--- src/rtl/iiitb_elc_scan.sv ---
// SCAN-order elevator controller: latches any number of floor calls into a pending
// bitmap, sweeps in one direction until nothing lies ahead, then reverses.
module iiitb_elc_scan #(
    parameter int FLOORS      = 8,
    parameter int MOVE_CYCLES = 2,
    parameter int DOOR_CYCLES = 4
) (
    input  logic              clk,
    input  logic              reset,
    input  logic [FLOORS-1:0] request_floor,
    input  logic              over_time,
    input  logic              over_weight,
    output logic [FLOORS-1:0] out_current_floor,
    output logic              direction,
    output logic              moving,
    output logic              door_open,
    output logic              complete,
    output logic [FLOORS-1:0] pending,
    output logic              door_alert,
    output logic              weight_alert
);

    localparam int CNT_MAX = (MOVE_CYCLES > DOOR_CYCLES) ? MOVE_CYCLES : DOOR_CYCLES;
    localparam int CNT_W   = $clog2(CNT_MAX + 1);

    localparam logic [CNT_W-1:0]  STEP_LAST  = CNT_W'(MOVE_CYCLES - 1);
    localparam logic [CNT_W-1:0]  DOOR_LAST  = CNT_W'(DOOR_CYCLES - 1);
    localparam logic [CNT_W-1:0]  CNT_ONE    = CNT_W'(1);
    localparam logic [CNT_W-1:0]  CNT_ZERO   = {CNT_W{1'b0}};
    localparam logic [FLOORS-1:0] FLOOR_BASE = FLOORS'(1);
    localparam logic [FLOORS-1:0] NO_FLOORS  = {FLOORS{1'b0}};

    typedef enum logic [1:0] {
        ST_IDLE = 2'd0,
        ST_MOVE = 2'd1,
        ST_DOOR = 2'd2
    } state_t;

    state_t            state_r, state_s;
    logic [FLOORS-1:0] floor_r, floor_s;
    logic              dir_r, dir_s;
    logic [FLOORS-1:0] pending_r, pending_s;
    logic [CNT_W-1:0]  step_cnt_r, step_cnt_s;
    logic [CNT_W-1:0]  door_cnt_r, door_cnt_s;
    logic              moving_r, moving_s;
    logic              door_open_r, door_open_s;
    logic              complete_r, complete_s;
    logic              door_alert_r, door_alert_s;
    logic              weight_alert_r, weight_alert_s;

    logic [FLOORS-1:0] below_s;
    logic [FLOORS-1:0] above_s;
    logic [FLOORS-1:0] ahead_s;
    logic [FLOORS-1:0] behind_s;
    logic [FLOORS-1:0] latch_mask_s;
    logic [FLOORS-1:0] clear_s;
    logic              cur_pend_s;
    logic              cur_req_s;

    // State and output registers, all with synchronous reset
    always_ff @(posedge clk) begin
        if (reset) begin
            state_r        <= ST_IDLE;
            floor_r        <= FLOOR_BASE;
            dir_r          <= 1'b1;
            pending_r      <= NO_FLOORS;
            step_cnt_r     <= CNT_ZERO;
            door_cnt_r     <= CNT_ZERO;
            moving_r       <= 1'b0;
            door_open_r    <= 1'b0;
            complete_r     <= 1'b0;
            door_alert_r   <= 1'b0;
            weight_alert_r <= 1'b0;
        end else begin
            state_r        <= state_s;
            floor_r        <= floor_s;
            dir_r          <= dir_s;
            pending_r      <= pending_s;
            step_cnt_r     <= step_cnt_s;
            door_cnt_r     <= door_cnt_s;
            moving_r       <= moving_s;
            door_open_r    <= door_open_s;
            complete_r     <= complete_s;
            door_alert_r   <= door_alert_s;
            weight_alert_r <= weight_alert_s;
        end
    end

    // Next-state, position, direction, counters and pending bitmap
    always_comb begin
        // floor_r is one-hot, so subtracting one yields every floor strictly below it
        below_s      = floor_r - FLOOR_BASE;
        above_s      = ~(below_s | floor_r);
        ahead_s      = dir_r ? (pending_r & above_s) : (pending_r & below_s);
        behind_s     = dir_r ? (pending_r & below_s) : (pending_r & above_s);
        cur_pend_s   = |(pending_r & floor_r);
        cur_req_s    = |(request_floor & floor_r);

        state_s      = state_r;
        floor_s      = floor_r;
        dir_s        = dir_r;
        step_cnt_s   = step_cnt_r;
        door_cnt_s   = door_cnt_r;
        clear_s      = NO_FLOORS;
        latch_mask_s = request_floor;

        case (state_r)
            ST_IDLE: begin
                if (over_weight) begin
                    state_s = ST_IDLE;
                end else if (cur_pend_s) begin
                    state_s    = ST_DOOR;
                    door_cnt_s = CNT_ZERO;
                    clear_s    = floor_r;
                end else if (|ahead_s) begin
                    state_s    = ST_MOVE;
                    step_cnt_s = CNT_ZERO;
                end else if (|behind_s) begin
                    dir_s      = ~dir_r;
                    state_s    = ST_MOVE;
                    step_cnt_s = CNT_ZERO;
                end else begin
                    state_s = ST_IDLE;
                end
            end
            ST_MOVE: begin
                if (step_cnt_r == STEP_LAST) begin
                    floor_s    = dir_r ? {floor_r[FLOORS-2:0], 1'b0} : {1'b0, floor_r[FLOORS-1:1]};
                    step_cnt_s = CNT_ZERO;
                    state_s    = ST_IDLE;
                end else begin
                    step_cnt_s = step_cnt_r + CNT_ONE;
                end
            end
            ST_DOOR: begin
                // A call for the floor we are standing at just keeps the door open
                latch_mask_s = request_floor & ~floor_r;
                if (over_time || over_weight || cur_req_s) begin
                    door_cnt_s = CNT_ZERO;
                end else if (door_cnt_r == DOOR_LAST) begin
                    door_cnt_s = CNT_ZERO;
                    state_s    = ST_IDLE;
                end else begin
                    door_cnt_s = door_cnt_r + CNT_ONE;
                end
            end
            default: begin
                state_s    = ST_IDLE;
                step_cnt_s = CNT_ZERO;
                door_cnt_s = CNT_ZERO;
            end
        endcase

        pending_s = (pending_r | latch_mask_s) & ~clear_s;
    end

    // Output values for the state being entered; alerts use the sensors sampled on that edge
    always_comb begin
        moving_s       = (state_s == ST_MOVE);
        door_open_s    = (state_s == ST_DOOR);
        complete_s     = (state_r == ST_IDLE) && (state_s == ST_DOOR);
        door_alert_s   = (state_s == ST_DOOR) && over_time;
        weight_alert_s = ((state_s == ST_IDLE) || (state_s == ST_DOOR)) && over_weight;
    end

    assign out_current_floor = floor_r;
    assign direction         = dir_r;
    assign pending           = pending_r;
    assign moving            = moving_r;
    assign door_open         = door_open_r;
    assign complete          = complete_r;
    assign door_alert        = door_alert_r;
    assign weight_alert      = weight_alert_r;

endmodule

--- config.mk ---
export PLATFORM = sky130hd
export DESIGN_NAME = iiitb_elc_scan
export DESIGN_NICKNAME = d
export VERILOG_FILES = /design/src/rtl/iiitb_elc_scan.sv
export SDC_FILE = /design/constraint.sdc
export NUM_CORES = 1
export LEC_CHECK = 0
export BUFFER_PORTS_ARGS = -buffer_cell sky130_fd_sc_hd__buf_2
export CORE_MARGIN = 2
export CORE_UTILIZATION = 54
export DETAILED_ROUTE_END_ITERATION = 7
export PLACE_DENSITY = 0.8
export SLEW_MARGIN = 20
export SYNTH_ARGS = -nofsm -noshare
export SYNTH_HDL_FRONTEND = slang
export SYNTH_SLANG_ARGS = --single-unit
--- constraint.sdc ---
create_clock -name clk -period 2.6 [get_ports clk]
set_input_delay 0.39 -clock clk [delete_from_list [all_inputs] [get_ports clk]]
set_output_delay 0.39 -clock clk [all_outputs]
set_load 0.01 [all_outputs]
==> results of run 1 <==
power by group:
part           leakage (nW)  total [mW]  internal (mW)  switching, mW
Clock                0.0343       0.296          0.130          0.166
Sequential            0.246       0.539          0.492         0.0464
Combinational         0.526       0.242          0.105          0.137
Total                 0.806        1.08          0.728          0.350
final cells by class:
type                    count  area (um^2)
flip-flops and latches     30          601
fillers                   224          922
well taps                  31         38.8
clock inverters             2         12.5
repair buffers             39          210
multi-input cells         132          941
clock buffers               6         51.3
inverters                  14         52.6
per-stage QoR:
step	power (mW)	utilization	instance area (um^2)
2_1_floorplan	0.698	-	1640
3_3_place_gp	0.768	0.645	1820
3_5_place_dp	0.779	0.645	1820
4_1_cts	1.07	0.667	1890
5_1_grt	1.14	0.674	1910
6_report	1.08	0.674	1910
what timing repair did:
action                                  4_1_cts  5_1_grt
endpoints found under the setup margin        0        3
gates resized for setup                       0        4
setup buffers                                 0        1
hold buffers                                  0        0
worst max-delay path, stage by stage (launching register included):
cell	delay, ps
dfxtp_1	320
inv_1	110
nand3_1	100
or3_1	340
or3_1	320
ha_1	290
a221oi_2	260
and3_4	230
a21boi_1	100
a221oi_1	240
cell families (layout without fill, tap and decap cells):
group	after synthesis	after routing	synth area share
compound gates	63	63	0.279
xor+xnor	1	1	0.00534
fa+ha+maj	9	9	0.0687
buf+inv	24	61	0.0664
flops	30	30	0.366
mux	7	7	0.0435
simple gates	52	52	0.170
routing by layer:
metal / global-route usage / up-vias / share of wire
met4: 0.0877 / 0 / 0.0080
met5: 0 / - / 0
met2: 0.435 / 41 / 0.49
li1: - / 762 / -
met3: 0.0590 / 4 / 0.051
met1: 0.328 / 728 / 0.45
how the worst max path moves through the flow:
stage                                 endpoint  slack [ps]  cells after the start
floorplan           step_cnt_r[2]$_SDFFE_PP0P_         160                     10
global placement    step_cnt_r[2]$_SDFFE_PP0P_         160                      9
detailed placement  step_cnt_r[2]$_SDFFE_PP0P_          20                      9
CTS                 step_cnt_r[2]$_SDFFE_PP0P_          30                      9
global route        step_cnt_r[2]$_SDFFE_PP0P_          20                      9
finish              step_cnt_r[1]$_SDFFE_PP0P_         190                      9
flip-flops by register name, indices dropped and copies added, names as in the netlist:
| register | cells |
|---|---|
| complete | 1 |
| direction | 1 |
| door_alert | 1 |
| door_cnt_r | 3 |
| door_open | 1 |
| moving | 1 |
| out_current_floor | 8 |
| pending | 8 |
| state_r | 2 |
| step_cnt_r | 3 |
| weight_alert | 1 |
layout by cell type (no fill, tap or decap), drive strengths merged, types with 2 or more instances in the layout:
master and instances:
a211oi 14, a21oi 6, a221oi 2, a222oi 2, a22o 2, a22oi 10, a31o 2, buf 39
clkbuf 6, dfxtp 30, ha 9, inv 14, mux2i 6, nand2 9, nand2b 3, nand3 5
nand3b 2, nor2 19, nor3 2, nor3b 2, nor4b 2, o21ai 16, or3 3
==> impl_metrics.toml, run 1 <==
[clock_network]
htreeDepth = 2
tritoncts = "done"
clkTransAtPathRegs_ps = 100
numCtsBuffers = 5
clock-sinks = 30
root_buffer = "clkbuf_4"
clock_latency_ps = 320
cts.path.max_buffers = 2

[timing]
hold_slack_ps = 349
finalCritPeriodShare = 0.925
max_slew.worst_pin.slew_ps = 623
max_freq_mhz = 416
slew-limit-headroom = 0.582
hold_violations = 0
skew_ps = 6.47
rsz0062_at_grt = "no"
slew_violations = 0
final.min_clock_period_ps = 2410
setup_slack_ps = 194
setup_viol = 0
setup_tns_ps = 0

[yosys]
syn_avg_cell_area_um2 = 8.81
synth_common_cells = "dfxtp_1 (30), nor2_1 (19), o21ai_0 (15), a211oi_1 (14), inv_1 (14)"
ys_seq_area_frac = 0.366
yosysMostFrequentCell = "dfxtp_1"
ys.flop_type = "dfxtp_1"
syn-instance-count = 186
synth_nets = 207
synth-seq-cells = 30
synthArstFlopShare = 0
ys_types = 44
synth_area_mm2 = 0.00164
synth_top_cell_area_share = 0.366
synth_edf_count = 0
netlist_top_cells_area = "dfxtp_1 (37%), ha_1 (6.9%), a211oi_1 (6.4%)"
synth_area_leader_cell = "dfxtp_1"
synth_warnings = 0

[die]
core-area_mm2 = 0.00283
fp.dieW_um = 59.1
die_area_mm2 = 0.00349
rows = 19
dieHeight_um = 59.1
io_pins = 34
initial_utilization = 0.579

[route]
drtPass1Iterations = 4
via_count = 1535
drt_iter0_markers = 105
wl_per_cell_um = 16.3
avgViaCountPerCell = 6.04
finalWirelength_um = 4150
drcViolationCount = 0
ant_nets = 0

[placed_design]
dpl.cell_count = 245
io_buffer_count = 33
place.gp.congestion = 0.886
dp_hpwl_um = 3070
place_ws_ps = 16.2

[min_path]
whs_path_depth = 3
hp-start = "over_time"
hold_class = "input port to flip-flop"
whs_endpoint = "door_alert$_SDFF_PP0_"

[layout]
stdcell_count = 254
finalNetCount = 243
layout-drive-gt1-share = 0.256
num_antenna_cells = 0
area_growth_syn_to_layout_pct = 16.3

[worst_setup_path]
cp_max_fo = 3
crit_path_start_kind = "flip-flop"
crit_path_start = "out_current_floor[0]$_SDFFE_PP1P_"
rrSetupSlack_ps = 190
crit_required_ps = 2830
regToRegStartpoint = "out_current_floor[0]$_SDFFE_PP1P_"
crit_path_end_kind = "flip-flop"
r2r_end = "step_cnt_r[1]$_SDFFE_PP0P_"
cp_data_arrival_time_ps = 2640
worstRegToRegCells = 9
crit_type = "flip-flop to flip-flop"

[grt]
grt-ovfl-total = 0
gr-usage-all-layers = 0.260
antenna_found_initial = 0
grt_max_degree = 28
grt_pass1_wl_um = 6880
grt_pass1_vias = 1473

[outcome]
outcome = "finished clean"

[power_and_ir_drop]
peakVddDrop_uv = 408
leakage_nw = 0.806
power.density_mw_per_mm2 = 565

[job]
maxCapViolations = 0
No activity file was read; power rests on OpenSTA's default activity.
==> run 2, diff against run 1 <==
- CORE_UTILIZATION: 54 -> 49
- PLACE_DENSITY: 0.8 -> 0.76
- clock period: 2.6 -> 2.1 ns (I/O delays scaled with it)
==> impl_metrics.toml, run 2 (same netlist as run 1, synthesis figures left out) <==
[outcome]
outcome = "finished, violations left"
violations = "negative setup slack"

[clock_network]
numCtsBuffers = 5
root_buffer = "clkbuf_4"
tritoncts = "done"
clock-sinks = 30
htreeDepth = 2
cts.path.max_buffers = 2
clkTransAtPathRegs_ps = 90
clock_latency_ps = 340

[grt]
grt_max_degree = 28
grt-ovfl-total = 0
antenna_found_initial = 0
grt_pass1_vias = 1578
grt_pass1_wl_um = 7340
gr-usage-all-layers = 0.265

[power_and_ir_drop]
power.density_mw_per_mm2 = 674
peakVddDrop_uv = 460
leakage_nw = 0.856

[layout]
multi_input_area_um2 = 986
seq_area_um2 = 604
fill_cells = 289
area_growth_syn_to_layout_pct = 24.2
layout-drive-gt1-share = 0.332
finalNetCount = 252
final_common_cell = "buf_2"
num_antenna_cells = 0
final_cell_mix = "buf_2 (33), dfxtp_1 (27), nor2_1 (19)"

[timing]
rsz0062_at_grt = "yes"
skew_ps = 5.56
max_slew.worst_pin.slew_ps = 573
setup_tns_ps = -1390
slew-limit-headroom = 0.617
final.min_clock_period_ps = 2400
max_freq_mhz = 417
hold_violations = 0
setup_viol = 6
hold_slack_ps = 265
slew_violations = 0
setup_slack_ps = -296
finalCritPeriodShare = 1.14

[min_path]
hold_class = "input port to flip-flop"
whs_path_depth = 3

[worst_setup_path]
crit_required_ps = 2350
cp_max_fo = 3
path_cells = "inv_2, nand3_2, or3_4, or3_1, ha_1, a221oi_2, and3_4, a21boi_4, a221oi_2"
crit_type = "flip-flop to flip-flop"
crit_slowest_cell = "ha_1"
crit_path_start_kind = "flip-flop"
cp_common_cell = "a221oi_2"
worstRegToRegCells = 9
crit_path_end_kind = "flip-flop"
crit_path_max_incr_delay_ps = 340
cp_data_arrival_time_ps = 2650

[die]
rows = 20
die_area_mm2 = 0.00382
fp.dieW_um = 61.8
core-area_mm2 = 0.00313
dieHeight_um = 61.8
initial_utilization = 0.524
io_pins = 34

[job]
maxCapViolations = 0

[placed_design]
place.gp.congestion = 0.903
io_buffer_count = 33
place_ws_ps = -253
dp_hpwl_um = 3110

[route]
wl_per_cell_um = 16.7
avgViaCountPerCell = 5.93
finalWirelength_um = 4600
drtPass1Iterations = 5
ant_nets = 0
via_count = 1636
drt_iter0_markers = 117
drcViolationCount = 0
run 2: changes by cell type in the layout (fill, tap and decap cells not counted), sizes merged:
cell      previous run  this run
clkinvlp             1         0
buf                 39        48
clkbuf               6         7
run 2: critical path: cells and delay by family (launching register included):
kind	cells	cell delay (ps)
AOI/OAI and AO/OA	3	600
adders and majority gates	1	340
buffers and inverters	1	60
DFF	1	330
and+or+nand+nor	4	980
run 2: what timing repair did:
action,CTS,global route
setup buffers,2,0
resized for setup,5,6
pin swaps,3,5
setup endpoints to repair,6,6
hold endpoints to repair,0,0
hold buffers,0,0
run 2: stage by stage:
stage	power [mW]	utilization	area, um^2	cells
floorplan	0.868	-	1650	186
global placement	0.965	0.611	1910	266
detailed placement	0.980	0.611	1910	266
CTS	1.35	0.641	2000	276
global route	1.45	0.651	2040	276
finish	1.37	0.651	2040	276
run 2: final timing paths:
path | from | end | slack (ps)
setup / recovery | out_current_floor[2]$_SDFFE_PP0P_ | step_cnt_r[1]$_SDFFE_PP0P_ | -300
setup reg to reg | out_current_floor[2]$_SDFFE_PP0P_ | step_cnt_r[1]$_SDFFE_PP0P_ | -300
hold reg to reg | door_cnt_r[2]$_SDFFE_PP0P_ | door_cnt_r[2]$_SDFFE_PP0P_ | 500
hold / removal | request_floor[5] | pending[5]$_SDFF_PP0_ | 270
run 2: layer usage:
layer	share of wire	up-vias	routed length, um	global-route usage
li1	-	781	-	-
met1	0.42	789	1940	0.340
met2	0.50	57	2310	0.441
met3	0.060	9	276	0.0642
met4	0.015	0	67	0.0851
met5	0	-	0	0
run 2: final cells by class:
| type | instances | share of cell area |
|---|---|---|
| tap | 44 | 0.0270 |
| clock buffer | 7 | 0.0270 |
| multi-input combinational | 132 | 0.484 |
| sequential | 30 | 0.297 |
| clock inverter | 1 | 0.00246 |
| inverter | 14 | 0.0258 |
| timing repair buffer | 48 | 0.136 |
run 2: where the power goes:
| group | switching [mW] | internal (mW) | total (mW) |
|---|---|---|---|
| clock | 0.201 | 0.162 | 0.363 |
| combinational | 0.193 | 0.150 | 0.343 |
| sequential | 0.0552 | 0.610 | 0.665 |
